--- src/rtl/frame_readout_ctrl.sv ---
// Streams a ready frame from the ping-pong buffer read port into the SPI byte engine, one byte prefetched ahead.
// Define FRAME_HEADER_EN to prefix each readout with the header bytes A5 5A <frame_count> 00.
module frame_readout_ctrl #(
    parameter int FRAME_BYTES = 9600,
    parameter int RD_LAT      = 1,
    parameter int ADDR_W      = 17
) (
    input  logic              sys_clk,
    input  logic              nreset,
    input  logic              buffer_ready,
    output logic              frame_read_complete,
    output logic [ADDR_W-1:0] rd_addr,
    input  logic [7:0]        rd_data,
    input  logic              start,
    input  logic              abort,
    input  logic              byte_req,
    output logic [7:0]        tx_byte,
    output logic              tx_valid,
    output logic              busy,
    output logic              underrun,
    output logic [7:0]        frame_count
);

    typedef enum logic [2:0] {IDLE, WAIT_RDY, HDR, FETCH, HOLD, DONE} state_t;

    localparam logic [ADDR_W-1:0] LAST_ADDR = ADDR_W'(FRAME_BYTES - 1);
    localparam logic [ADDR_W-1:0] ADDR_ONE  = ADDR_W'(1);
    localparam logic [1:0]        LAT_LAST  = 2'(RD_LAT - 1);
`ifdef FRAME_HEADER_EN
    localparam state_t FIRST = HDR;
`else
    localparam state_t FIRST = FETCH;
`endif

    state_t     state, state_next;
    logic [1:0] wait_cnt;
    logic       start_ok;
    logic       abort_ok;

    // A same-cycle abort cancels a start issued from IDLE.
    assign start_ok = (state == IDLE) && start && !abort;
    assign abort_ok = (state != IDLE) && abort;

`ifdef FRAME_HEADER_EN
    logic [1:0] hdr_idx;

    function automatic logic [7:0] hdr_byte(input logic [1:0] idx, input logic [7:0] cnt);
        case (idx)
            2'd0:    return 8'hA5;
            2'd1:    return 8'h5A;
            2'd2:    return cnt;
            default: return 8'h00;
        endcase
    endfunction
`endif

    always_ff @(posedge sys_clk or negedge nreset) begin
        if (!nreset) state <= IDLE;
        else         state <= state_next;
    end

    always_comb begin
        state_next          = state;
        busy                = (state != IDLE);
        frame_read_complete = (state == DONE);
        case (state)
            IDLE:     if (start_ok) state_next = buffer_ready ? FIRST : WAIT_RDY;
            WAIT_RDY: if (buffer_ready) state_next = FIRST;
`ifdef FRAME_HEADER_EN
            HDR:      if (byte_req && hdr_idx == 2'd3) state_next = FETCH;
`endif
            FETCH:    if (wait_cnt == LAT_LAST) state_next = HOLD;
            HOLD:     if (byte_req) state_next = (rd_addr == LAST_ADDR) ? DONE : FETCH;
            DONE:     state_next = IDLE;
            default:  state_next = IDLE;
        endcase
        if (abort_ok) state_next = IDLE;
    end

    always_ff @(posedge sys_clk or negedge nreset) begin
        if (!nreset) begin
            rd_addr     <= '0;
            tx_byte     <= 8'h00;
            tx_valid    <= 1'b0;
            underrun    <= 1'b0;
            frame_count <= 8'h00;
            wait_cnt    <= 2'd0;
`ifdef FRAME_HEADER_EN
            hdr_idx     <= 2'd0;
`endif
        end else begin
            // FETCH is always entered with the counter at zero, so it measures RD_LAT from the address edge.
            wait_cnt <= (state == FETCH) ? wait_cnt + 2'd1 : 2'd0;

            if (state == DONE) frame_count <= frame_count + 8'd1;

            if (start_ok)
                underrun <= 1'b0;
            else if (state != IDLE && byte_req && !tx_valid && !abort)
                underrun <= 1'b1;

            if (start_ok)
                rd_addr <= '0;
            else if (state == HOLD && byte_req && !abort && rd_addr != LAST_ADDR)
                rd_addr <= rd_addr + ADDR_ONE;

            if (abort_ok) begin
                tx_valid <= 1'b0;
            end else begin
                if (state == FETCH && wait_cnt == LAT_LAST) begin
                    tx_byte  <= rd_data;
                    tx_valid <= 1'b1;
                end
                if (state == HOLD && byte_req) tx_valid <= 1'b0;
`ifdef FRAME_HEADER_EN
                if (state != HDR && state_next == HDR) begin
                    hdr_idx  <= 2'd0;
                    tx_byte  <= hdr_byte(2'd0, frame_count);
                    tx_valid <= 1'b1;
                end
                if (state == HDR && byte_req) begin
                    if (hdr_idx == 2'd3) begin
                        tx_valid <= 1'b0;
                    end else begin
                        hdr_idx <= hdr_idx + 2'd1;
                        tx_byte <= hdr_byte(hdr_idx + 2'd1, frame_count);
                    end
                end
`endif
            end
        end
    end

endmodule

--- config.mk ---
export PLATFORM = sky130hd
export DESIGN_NAME = frame_readout_ctrl
export DESIGN_NICKNAME = d
export VERILOG_FILES = /design/src/rtl/frame_readout_ctrl.sv
export SDC_FILE = /design/constraint.sdc
export NUM_CORES = 1
export LEC_CHECK = 0
export CORE_AREA = 2 2 93 50
export CTS_CLUSTER_DIAMETER = 60
export DETAILED_ROUTE_END_ITERATION = 10
export DIE_AREA = 0 0 95 52
export PLACE_DENSITY_LB_ADDON = 0.2
export SLEW_MARGIN = 20
export SYNTH_ARGS = -nofsm -noshare
export SYNTH_HDL_FRONTEND = slang
export SYNTH_SLANG_ARGS = --single-unit
--- constraint.sdc ---
create_clock -name sys_clk -period 2.55 [get_ports sys_clk]
set_input_delay 0.255 -clock sys_clk [delete_from_list [all_inputs] [get_ports sys_clk]]
set_output_delay 0.255 -clock sys_clk [all_outputs]
set_load 0.01 [all_outputs]
==> summary.md <==
| Metric | Value |
|---|---|
| Status | `finished, final reports clean` |
| IO Pins | `just over 50` |
| Routing usage on met3 | `0.0565` |
| #FFs+latches synth | `40` |
| Dominant register cell in the synthesized netlist | `dfrtp_1` |
| Clk slew on worst S/H paths | `roughly 0.08 ns` |
| Chip Height | `52 µm` |
| Met1 GRT Util | `0.316` |
| DRT Wirelength | `around 4.4 mm` |
| DRT antenna net count | `0` |
| Cells after Synth | `about 190` |
| Standby leakage power | `between 1 and 1.5 nW` |
| P per Cell Area | `approximately 540 nW/µm²` |
| Worst Setup Start Kind | `register` |
| Worst path buffer plus inverter count | `2` |
| CTS tree | `yes` |
| Number of cell rows | `17` |
| Vias in the first global route | `1507` |
| Synth Cell Area | `1940 µm²` |
| Area Growth Syn to Fin | `36.1%` |
| Worst r2r src | `state[1]` |
| Peak VDD IR | `between 300 and 400 µV` |
| Critical Path Start | `state[2]` |
| Synth area leaders | `dfrtp_1 52%, mux2_2 4.6%, nor2_1 4.6%, xnor2_1 4.1%, nand3_1 3.6%` |
| Hold buffer count at cts | `0` |
| Post-cts sizing count | `0` |
| CP delay by family, top | `buffers and inverters` |
| All-Layer GR Usage | `0.194` |
| Number of synthesis warnings | `0` |
| Vias per cell | `approximately 5.2` |
| Area leader, netlist | `dfrtp_1` |
| Final setup viols | `0` |
| Worst hold path type | `input pin to asynchronous set/reset pin` |
| Final core utilization | `0.630` |
| GR Util met2 | `0.242` |
| Hold Vio Cnt, Final | `0` |
| N_diodes | `0` |
| Critical path peak fanout | `11` |
| Syn Nets | `~210` |
| Max_cap viols | `0` |
| Library cells used by synthesis | `38` |
| Global routing's busiest layer | `met1` |
| Vias | `roughly 1600` |
| Max incr delay on CP | `around 0.51 ns` |
| CP max stage cell | `clkdlybuf4s50_1` |
| Post-CTS setup buffer count | `0` |
| CTS H-tree lvls | `2` |
| Max Freq | `approximately 0.48 GHz` |
| Post-synth top cells | `40 x dfrtp_1, 24 x nor2_1, 14 x nand2_1, 14 x nand3_1` |
| Most common cell in the netlist | `dfrtp_1` |
| R2R setup slack | `about 0.57 ns` |
| RSZ-0062 raised after global routing | `false` |
| Measured slew at the worst slew-check pin | `just under 0.9 ns` |
| Share of cells above drive strength 1 | `0.120` |
| CP Class | `register to output pin` |
| Clk root buf | `clkbuf_8` |
| Final #Nets | `around 270` |
| Yosys top cell area share | `0.516` |
| Clock sink count | `40` |
| Port Buffer Count | `50` |
| Clock buffer depth | `2` |
| Iteration-0 DRC Markers | `around 110` |
| CP endpoint kind | `output pin` |
| Fin crit share | `0.812` |
| Seq/Total Area, Yosys | `0.516` |
| Tmin final | `2.07 ns` |
| Final Skew | `between 0.004 and 0.005 ns` |
| R2R cell count | `5` |
| Starting Density | `0.463` |
| CTS Buf Count | `5` |
| Worst-Skew Late Latency | `between 0.2 and 0.3 ns` |
| EDFF count, synth | `0` |
| Critical path arrival | `~1.8 ns` |
| Fraction of registers with async set/reset | `1.00` |
| Remaining DRCs | `0` |
| Core Box Area | `roughly 4200 µm²` |
| Post-Syn Area per Cell | `a little over 10 µm²` |
| Wirelength per Cell | `around 14 µm` |
| Initial antenna violation count | `0` |
| Largest net degree at the start of global routing | `41` |
| Overflow after GRT | `0` |
| Cell Chain, Critical Path | `buf_4 > or3_1 > clkdlybuf4s50_1` |
| Worst Path Required | `about 2.3 ns` |
| Slew HR | `0.410` |
| GP Congestion | `0.825` |
| Final Max Slew Viols | `0` |
| 1st-pass router iterations | `4` |
| Reg2reg end | `rd_addr[14]` |
| Die width | `approximately 95 µm` |
| HPWL Detailed | `~3.2 mm` |
| First-pass GRT wire length | `a little over 7 mm` |
| Fin Setup TNS | `0 ns` |
| DIE AREA | `slightly below 5000 µm²` |
[cell type report]
| type | instances | area [µm²] |
|---|---|---|
| clock buffer | 5 | 68.8 |
| inverter | 9 | 33.8 |
| fill | 353 | 1550 |
| multi-input combinational | 138 | 888 |
| clock inverter | 3 | 42.5 |
| sequential | 40 | 1000 |
| timing repair buffer | 55 | 533 |
| tap | 57 | 71.3 |
[cells by family (layout without fill, tap and decap cells)]
family                   after synthesis  in the layout  share of synthesized area
multiplexers                           8              8                     0.0465
XOR/XNOR                              17             17                     0.0768
adder cells (fa/ha/maj)                3              3                     0.0194
flip-flops                            40             40                      0.516
buffers and inverters                 13             72                     0.0258
AO/OA/AOI/OAI                         24             24                     0.0761
AND/OR/NAND/NOR                       86             86                      0.239
[registers in the layout (all words and copies together), names as in the netlist]
| name | flops |
|---|---|
| wait_cnt | 2 |
| frame_count | 8 |
| underrun | 1 |
| state | 3 |
| tx_valid | 1 |
| tx_byte | 8 |
| rd_addr | 17 |
[power breakdown]
group | total, mW | internal, mW | switching [mW]
sequential | 0.706 | 0.673 | 0.0326
combinational | 0.211 | 0.122 | 0.0887
clock | 0.514 | 0.290 | 0.225
total | 1.43 | 1.09 | 0.346
[stage by stage]
stage,instances,worst slack (ns),hold slack [ns],instance area (µm²),power [mW]
5_1_grt,307,0.421,0.163,2640,1.50
6_report,307,0.480,0.0802,2640,1.43
3_3_place_gp,299,0.611,0.426,2530,0.926
3_5_place_dp,299,0.550,0.431,2530,0.929
2_1_floorplan,191,0.724,-0.0406,1940,0.795
4_1_cts,307,0.479,0.114,2640,1.44
[per-layer routing]
layer | wire (µm) | vias to the layer above
met5 | 0 | -
met3 | 284 | 4
met1 | 2480 | 759
li1 | - | 775
met4 | 34 | 0
met2 | 1590 | 53
[cells in the final DEF, fill, tap and decap left out, drive strengths merged, types with 5 or more instances in the layout]
cell / n
clkdlybuf4s50: 49
xor2: 8
buf: 6
nand2: 14
xnor2: 9
mux2: 8
nor2: 26
a21oi: 6
inv: 9
clkbuf: 5
nand3: 14
dfrtp: 40
o21ai: 6
[worst max path at each step]
stage | to | slack [ns] | depth (start not counted)
floorplan | rd_addr[15] | 0.72 | 5
global placement | rd_addr[15] | 0.61 | 6
detailed placement | rd_addr[13] | 0.55 | 6
CTS | busy | 0.48 | 3
global route | busy | 0.42 | 3
finish | busy | 0.48 | 3
(Power assumes the default switching activity.)
